===== config.mk =====
export PLATFORM = sky130hd
export DESIGN_NAME = param_regfile
export DESIGN_NICKNAME = d
export VERILOG_FILES = /design/src/rtl/regfile_pkg.sv /design/src/rtl/reg_cell.sv /design/src/rtl/param_regfile.sv
export SDC_FILE = /design/constraint.sdc
export NUM_CORES = 1
export LEC_CHECK = 0
export CORE_MARGIN = 2
export CORE_UTILIZATION = 50
export CTS_CLUSTER_SIZE = 16
export DETAILED_ROUTE_END_ITERATION = 8
export PLACE_DENSITY = 0.74
export SKIP_LAST_GASP = 1
export SLEW_MARGIN = 20
export SYNTH_ARGS = -nofsm -noshare
export SYNTH_HDL_FRONTEND = slang
export SYNTH_HIERARCHICAL = 1
export SYNTH_SLANG_ARGS = --single-unit
export TNS_END_PERCENT = 10

===== constraint.sdc =====
create_clock -name CLK -period 1.9 [get_ports CLK]
set_input_delay 0.285 -clock CLK [delete_from_list [all_inputs] [get_ports CLK]]
set_output_delay 0.285 -clock CLK [all_outputs]
set_load 0.02 [all_outputs]

===== src/rtl/regfile_pkg.sv =====
// Shared definitions for the parametrised register file: function-select codes
// and the read-select width helper.
package regfile_pkg;

  localparam logic [2:0] FS_CLR  = 3'b000;
  localparam logic [2:0] FS_LOAD = 3'b001;
  localparam logic [2:0] FS_INC  = 3'b010;
  localparam logic [2:0] FS_DEC  = 3'b011;
  localparam logic [2:0] FS_SHL  = 3'b100;
  localparam logic [2:0] FS_SHR  = 3'b101;
  localparam logic [2:0] FS_ROL  = 3'b110;
  localparam logic [2:0] FS_HOLD = 3'b111;

  // A single-register file still needs a one-bit select port.
  function automatic int sel_w(input int n);
    return (n > 1) ? $clog2(n) : 1;
  endfunction

endpackage


===== src/rtl/reg_cell.sv =====
// One register of the file: applies the selected function when enabled and
// flags an inc-at-max or dec-at-zero event for the shared overflow flag.
module reg_cell
  import regfile_pkg::*;
#(
  parameter int          WIDTH     = 8,
  parameter bit          SATURATE  = 1'b0,
  parameter int unsigned RESET_VAL = 0
) (
  input  logic             CLK,
  input  logic             RST_N,
  input  logic             En,
  input  logic [2:0]       FunSel,
  input  logic [WIDTH-1:0] I,
  output logic [WIDTH-1:0] Q,
  output logic             OvfEvt
);

  localparam logic [WIDTH-1:0] RST_V = WIDTH'(RESET_VAL);
  localparam logic [WIDTH-1:0] ONES  = '1;

  logic [WIDTH-1:0] nxt;
  logic             at_max;
  logic             at_min;

  assign at_max = (Q == ONES);
  assign at_min = (Q == '0);

  always_comb begin
    nxt = Q;
    case (FunSel)
      FS_CLR:  nxt = '0;
      FS_LOAD: nxt = I;
      FS_INC:  nxt = (SATURATE && at_max) ? ONES : Q + WIDTH'(1);
      FS_DEC:  nxt = (SATURATE && at_min) ? '0 : Q - WIDTH'(1);
      FS_SHL:  nxt = {Q[WIDTH-2:0], 1'b0};
      FS_SHR:  nxt = {1'b0, Q[WIDTH-1:1]};
      FS_ROL:  nxt = {Q[WIDTH-2:0], Q[WIDTH-1]};
      default: nxt = Q;
    endcase
  end

  // The event fires in both wrap and saturate modes.
  assign OvfEvt = En && (((FunSel == FS_INC) && at_max) ||
                         ((FunSel == FS_DEC) && at_min));

  always_ff @(posedge CLK or negedge RST_N) begin
    if (!RST_N) begin
      Q <= RST_V;
    end else if (En) begin
      Q <= nxt;
    end
  end

endmodule


===== src/rtl/param_regfile.sv =====
// Parametrised register file: NUM_REGS x WIDTH cells with a masked write/function
// path, two combinational read ports with zero flags, and a sticky overflow flag.
module param_regfile
  import regfile_pkg::*;
#(
  parameter int          WIDTH     = 8,
  parameter int          NUM_REGS  = 4,
  parameter bit          SATURATE  = 1'b0,
  parameter int unsigned RESET_VAL = 0
) (
  input  logic                        CLK,
  input  logic                        RST_N,
  input  logic                        E,
  input  logic [2:0]                  FunSel,
  input  logic [NUM_REGS-1:0]         RegSel,
  input  logic [WIDTH-1:0]            I,
  input  logic [sel_w(NUM_REGS)-1:0]  OutASel,
  input  logic [sel_w(NUM_REGS)-1:0]  OutBSel,
  output logic [WIDTH-1:0]            OutA,
  output logic [WIDTH-1:0]            OutB,
  output logic                        ZeroA,
  output logic                        ZeroB,
  input  logic                        ClrOvf,
  output logic                        Ovf
);

  logic [WIDTH-1:0]    q [NUM_REGS];
  logic [NUM_REGS-1:0] evt;

  for (genvar k = 0; k < NUM_REGS; k++) begin : g_reg
    reg_cell #(
      .WIDTH     (WIDTH),
      .SATURATE  (SATURATE),
      .RESET_VAL (RESET_VAL)
    ) u_cell (
      .CLK    (CLK),
      .RST_N  (RST_N),
      .En     (E & RegSel[k]),
      .FunSel (FunSel),
      .I      (I),
      .Q      (q[k]),
      .OvfEvt (evt[k])
    );
  end

  // A new overflow event outranks a simultaneous clear.
  always_ff @(posedge CLK or negedge RST_N) begin
    if (!RST_N) begin
      Ovf <= 1'b0;
    end else if (|evt) begin
      Ovf <= 1'b1;
    end else if (ClrOvf) begin
      Ovf <= 1'b0;
    end
  end

  // Selects past the last register read as zero.
  always_comb begin
    OutA = '0;
    OutB = '0;
    for (int k = 0; k < NUM_REGS; k++) begin
      if (int'(OutASel) == k) OutA = q[k];
      if (int'(OutBSel) == k) OutB = q[k];
    end
  end

  assign ZeroA = (OutA == '0);
  assign ZeroB = (OutB == '0);

endmodule


==> metrics.md, run 1 <==
| Metric | Value |
|---|---|
| Crit path cell chain | `mux4_2 > or4_4 > nor2_4 > buf_6` |
| Unique masters post-synth | `57` |
| DIE AREA | `0.00918 mm2` |
| Initial DRC Count | `460` |
| Worst EP required | `between 1.5 and 2 ns` |
| Clk sinks | `33` |
| Peak supply drop | `0.498 mV` |
| Worst path buffer plus inverter count | `1` |
| Arrival @ worst endpoint | `between 2 and 2.5 ns` |
| Min-Delay Path Class | `in -> async` |
| RSZ-0062 raised after global routing | `yes` |
| Vias in the first global route | `4684` |
| Initial Util | `51.5%` |
| Largest area contributor in the netlist | `dfrtp_1` |
| Area share of the largest cell type after synthesis | `19.6%` |
| Worst slew margin | `between 60% and 70%` |
| Root Buffer | `clkbuf_8` |
| PortBufs | `41` |
| Core Box Area | `0.00818 mm2` |
| DR pass1 iterations | `5` |
| Die Ht | `~96 um` |
| PwrDens | `between 700 and 800 mW/mm2` |
| Vias per cell | `6.56` |
| ANT cells | `0` |
| I/O pin cnt | `42` |
| Vias | `5024` |
| First-pass GRT wire length | `23500 um` |
| Setup-failing EPs final | `31` |
| R2R Path Start | `g_reg[3].u_cell/Q[4]$_DFFE_PN0P_` |
| Worst-Skew Late Latency | `0.30 ns` |
| Total grt overflow | `0` |
| Max stage delay on crit path | `0.56 ns` |
| Fin crit share | `122%` |
| Crit path kind | `reg -> out` |
| Fillers | `between 500 and 600` |
| Post-synth ARST share | `100%` |
| CTS Hold Buffers Added | `0` |
| Slew Limit Fails | `0` |
| Placed wire-length estimate | `11000 um` |
| Max Clock Skew | `0.0133 ns` |
| Post-route DRC | `0` |
| Crit-path leading delay family | `simple AND/OR/NAND/NOR gates` |
| Critical Path Start | `g_reg[3].u_cell/Q[4]$_DFFE_PN0P_` |
| Ranking of synthesized cells by area | `dfrtp_1 20%, ha_1 7.1%, mux4_2 6.4%` |
| Ys flop type | `dfrtp_1` |
| CTS tree | `built` |
| Fmax | `431 MHz` |
| WL final | `roughly 15000 um` |
| Largest net degree at the start of global routing | `37` |
| Synth-to-layout area growth | `49.6%` |
| Most frequent cells in the layout | `152 x buf_4, 42 x nand2_1, 32 x dfrtp_1` |
| Leakage power | `about 2.7 nW` |
| Die W | `95.8 um` |
| CP max-delay cell | `or4_4` |
| Syn_nets | `525` |
| Max-cap violations | `0` |
| Startpoint Class | `register` |
| R2R depth | `8` |
| Seq/Total Area, Yosys | `roughly 20%` |
| R2R setup slack | `-0.27 ns` |
| CP endpoint kind | `output port` |
| Placement Rows | `33` |
| Setup slack after layout | `-0.419 ns` |
| FF+latch count, synth | `33` |
| Status | `complete, but fails checks` |
| Cell Area, Synth | `~0.0042 mm2` |
| Final min period | `2.32 ns` |
| Drt wl/cell | `19.9 um` |
| Nets | `711` |
| GR Util All Layers | `between 30 and 40%` |
| Count of mapped cells out of synthesis | `474` |
| ANT nets after route | `0` |
| Synthesized area per cell | `8.89 um2` |
| Commonest non-fill, non-tap cell in the layout | `buf_4` |
| Fraction of layout cells with a size suffix above 1 | `40.4%` |
| Placer Congestion | `0.949` |
| Clk slew on worst S/H paths | `approximately 0.08 ns` |
| Worst slew pin tran | `0.470 ns` |
| CTS H-tree depth | `2` |
| Number of CTS-inserted buffers | `5` |
| Synth Warn # | `6` |
| Fin util | `77.1%` |
| Final Hold Viols | `0` |
| EDFF count, synth | `0` |
| RR Endpoint | `g_reg[3].u_cell/Q[7]$_DFFE_PN0P_` |
| Max clock buf depth | `2` |
| Antenna violations before repair | `0` |
| Violated checks | `setup timing` |
| Pre-CTS setup slack | `-1.19 ns` |
| Worst Path Max Fanout | `3` |
[report_power, final]
group	switching (mW)	internal, mW	leakage [nW]
Combinational	1.48	1.57	2.20
Clock	0.292	0.254	0.0450
Sequential	0.174	0.849	0.431
[per-stage QoR]
stage / TNS [ns] / instance area (um2) / hold WS, ns / total power, mW / instances
floorplan: -2.20 / 4440 / -0.0106 / 2.55 / 474
global placement: -28.84 / 5900 / 0.513 / 3.70 / 739
detailed placement: -30.25 / 5900 / 0.523 / 3.79 / 739
CTS: -11.15 / 6180 / 0.423 / 4.48 / 760
global route: -7.95 / 6300 / 0.466 / 4.87 / 766
finish: -6.30 / 6300 / 0.399 / 4.62 / 766
[how the worst max path moves through the flow]
stage               depth (start not counted)                               end
floorplan                                  10  g_reg[0].u_cell/Q[7]$_DFFE_PN0P_
global placement                            6                             ZeroB
detailed placement                          6                             ZeroA
CTS                                         4                             ZeroA
global route                                4                             ZeroA
finish                                      4                             ZeroA
[repair_timing]
| action | in CTS | in global routing |
|---|---|---|
| pin swaps | 13 | 10 |
| endpoints found under the setup margin | 47 | 48 |
| gates cloned | 2 | 1 |
| setup buffers | 11 | 6 |
| resized for setup | 46 | 21 |
[state kept, by name, indices dropped and copies added, names as in the netlist]
signal	flops
g.u_cell/Q	32
Ovf	1
[kinds of logic (layout without fill, tap and decap cells)]
kind of cell	Yosys count	in the layout	share of synthesized area, %
simple gates	174	176	23.4
compound gates	163	163	29.3
buf+inv	40	225	5.46
flops	33	33	19.6
fa+ha+maj	28	28	9.03
mux	20	20	9.86
xor+xnor	16	16	3.33
[final cells by class]
cell class                      instances  area (um2)  share of cell area (%)
Tap cell                              105         131                    2.08
Multi-Input combinational cell        403        3540                    56.2
Timing Repair Buffer                  200        1660                    26.3
Clock buffer                            6        72.6                    1.15
Clock inverter                          2        10.0                   0.159
Inverter                               17        63.8                    1.01
Sequential cell                        33         827                    13.1
[metal layers]
layer  share of wire (%)  vias up  GRT usage, %
met5                   0        -             0
met4                 5.9        0          17.9
li1                    -     2249             -
met3                 9.7       82          7.60
met1                  36     2387          42.2
met2                  48      306          53.1
[cell usage after synthesis (13+ instances only)]
cell type and instances:
o21ai_0 17, nor2_1 21, a22o_1 17, ha_1 24, nor3_1 15, nand2_1 42, a21oi_1 26, inv_1 13
a22oi_1 24, nand3_1 24, dfrtp_1 33
Note: power is estimated with default switching activity, not from simulation.
==> run 2, diff against run 1 <==
--- a/config.mk
+++ b/config.mk
@@ -7,9 +7,11 @@
 export LEC_CHECK = 0
 export CORE_MARGIN = 2
 export CORE_UTILIZATION = 50
+export CTS_CLUSTER_DIAMETER = 50
 export CTS_CLUSTER_SIZE = 16
 export DETAILED_ROUTE_END_ITERATION = 8
 export PLACE_DENSITY = 0.74
+export SKIP_CTS_REPAIR_TIMING = 1
 export SKIP_LAST_GASP = 1
 export SLEW_MARGIN = 20
 export SYNTH_ARGS = -nofsm -noshare
==> run 2 against run 1 <==
The flow still finishes with violations (setup timing). Clock skew hardly changed. Design area is 0.83% higher. Count of clock-buffer cells in the layout unchanged. Combinational power grew 1%. Die area unchanged. Sequential cell count is the same. Critical path depth did not move. Utilization is 0.64 points higher. Global-route usage fell by 1.4 points. Clock power decreased by 3%. Sequential share of layout area decreased by 0.11 points. Routed wire length fell by 1.5%. Critical path type unchanged.
==> metrics.md, run 2 (synthesis results as in run 1) <==
| Metric | Value |
|---|---|
| Leakage power | `2.73 nW` |
| Startpoint Class | `register` |
| Total grt overflow | `0` |
| Fraction of layout cells with a size suffix above 1 | `39.8%` |
| CTS H-tree depth | `2` |
| Setup-failing EPs final | `32` |
| Worst-Skew Late Latency | `0.29 ns` |
| Crit path kind | `reg -> out` |
| Die Ht | `95.8 um` |
| Peak supply drop | `0.504 mV` |
| Commonest non-fill, non-tap cell in the layout | `buf_4` |
| CTS tree | `built` |
| Min-Delay Path Class | `in -> async` |
| Setup slack after layout | `-0.438 ns` |
| Most flops, register | `g.u_cell/Q` |
| Root Buffer | `clkbuf_8` |
| First-pass GRT wire length | `22700 um` |
| Post-route DRC | `0` |
| ANT nets after route | `0` |
| Placement Rows | `33` |
| Post-Route Setup TNS | `-7.63 ns` |
| PortBufs | `41` |
| Worst Path Max Fanout | `3` |
| RR Endpoint | `g_reg[3].u_cell/Q[7]$_DFFE_PN0P_` |
| Clk slew on worst S/H paths | `0.07 ns` |
| WL final | `15000 um` |
| Violated checks | `setup timing` |
| Worst EP required | `1.62 ns` |
| PwrDens | `731 mW/mm2` |
| Largest net degree at the start of global routing | `37` |
| RSZ-0062 raised after global routing | `yes` |
| Initial Util | `51.5%` |
| Initial DRC Count | `456` |
| Fmax | `428 MHz` |
| R2R Path Start | `g_reg[3].u_cell/Q[6]$_DFFE_PN0P_` |
| Regs by FF count | `g.u_cell/Q (32), Ovf (1)` |
| Status | `complete, but fails checks` |
| Placed wire-length estimate | `11000 um` |
| Placer Congestion | `0.949` |
| Number of CTS-inserted buffers | `5` |
| Drt wl/cell | `slightly below 20 um` |
| Most frequent cells in the layout | `151 x buf_4, 40 x nand2_1, 32 x dfrtp_1, 32 x clkdlybuf4s50_1` |
| DR pass1 iterations | `5` |
| Final Hold Viols | `0` |
| Cell Area, Placed | `roughly 0.0059 mm2` |
| Max clock buf depth | `2` |
| Synth-to-layout area growth | `50.9%` |
| Antenna violations before repair | `0` |
| Max reg flops | `32` |
| Worst slew pin tran | `0.465 ns` |
| GR Util All Layers | `between 30% and 40%` |
| Max Clock Skew | `0.0136 ns` |
| Min Hold Slack | `around 0.4 ns` |
| Vias | `about 5000` |
| R2R depth | `8` |
| Final min period | `between 2 and 2.5 ns` |
| Die W | `roughly 96 um` |
| Vias in the first global route | `4545` |
| Nets | `711` |
| Worst slew margin | `69.0%` |
| Total Power | `4.65 mW` |
| Arrival @ worst endpoint | `about 2 ns` |
| I/O pin cnt | `42` |
| Fillers | `532` |
| Clk sinks | `33` |
| R2R setup slack | `-0.24 ns` |
| CP endpoint kind | `output port` |
| Fin area | `0.00636 mm2` |
| Max-cap violations | `0` |
| Vias per cell | `6.55` |
| DIE AREA | `0.00918 mm2` |
| Fin crit share | `123%` |
| Slew Limit Fails | `0` |
| ANT cells | `0` |
| Core Box Area | `just over 0.008 mm2` |
run 2: changes by cell type in the layout (fill, tap and decap cells not counted), sizes merged:
| cell | delta |
|---|---|
| clkdlybuf4s15 | -3 |
| dlymetal6s2s | +4 |
| clkbuf | -1 |
| dlygate4sd2 | -3 |
| buf | +1 |
| clkdlybuf4s50 | +2 |
run 2: final cells by class:
type	count	area [um2]	share of cell area, %
Timing Repair Buffer	200	1680	26.5
Clock inverter	2	10.0	0.157
Multi-Input combinational cell	403	3570	56.1
Tap cell	105	131	2.07
Inverter	17	63.8	1.00
Clock buffer	6	72.6	1.14
Sequential cell	33	827	13.0
run 2: how the worst max path moves through the flow:
| stage | startpoint | end | cells past startpoint |
|---|---|---|---|
| after floorplan | FunSel[1] | g_reg[0].u_cell/Q[7]$_DFFE_PN0P_ | 10 |
| after global placement | OutBSel[0] | ZeroB | 6 |
| after detailed placement | OutASel[0] | ZeroA | 6 |
| after CTS | OutASel[0] | ZeroA | 6 |
| after global routing | g_reg[3].u_cell/Q[6]$_DFFE_PN0P_ | ZeroA | 4 |
| final | g_reg[3].u_cell/Q[6]$_DFFE_PN0P_ | ZeroA | 4 |
run 2: critical path, stage by stage, from the launching register on:
cell     delay [ns]
dfrtp_1        0.45
mux4_2         0.52
or4_4          0.56
nor2_4         0.12
buf_6          0.12
run 2: through the flow:
step | utilization [%] | setup slack (ns) | cells
4_1_cts | 73.1 | -1.20 | 747
6_report | 77.7 | -0.438 | 766
3_3_place_gp | 72.1 | -1.13 | 739
3_5_place_dp | 72.1 | -1.19 | 739
2_1_floorplan | - | -0.240 | 474
5_1_grt | 77.7 | -0.468 | 766
run 2: power by group:
part	switching (mW)	leakage (nW)	internal [mW]
Clock	0.278	0.0450	0.254
Sequential	0.173	0.431	0.849
Combinational	1.50	2.25	1.59
Total	1.95	2.73	2.70
run 2: metal layers:
layer,up-vias,global-route usage (%),wire (um)
met4,0,15.7,771
met2,321,51.3,7220
met1,2379,41.1,5460
met5,-,0,0
li1,2238,-,-
met3,82,6.58,1580
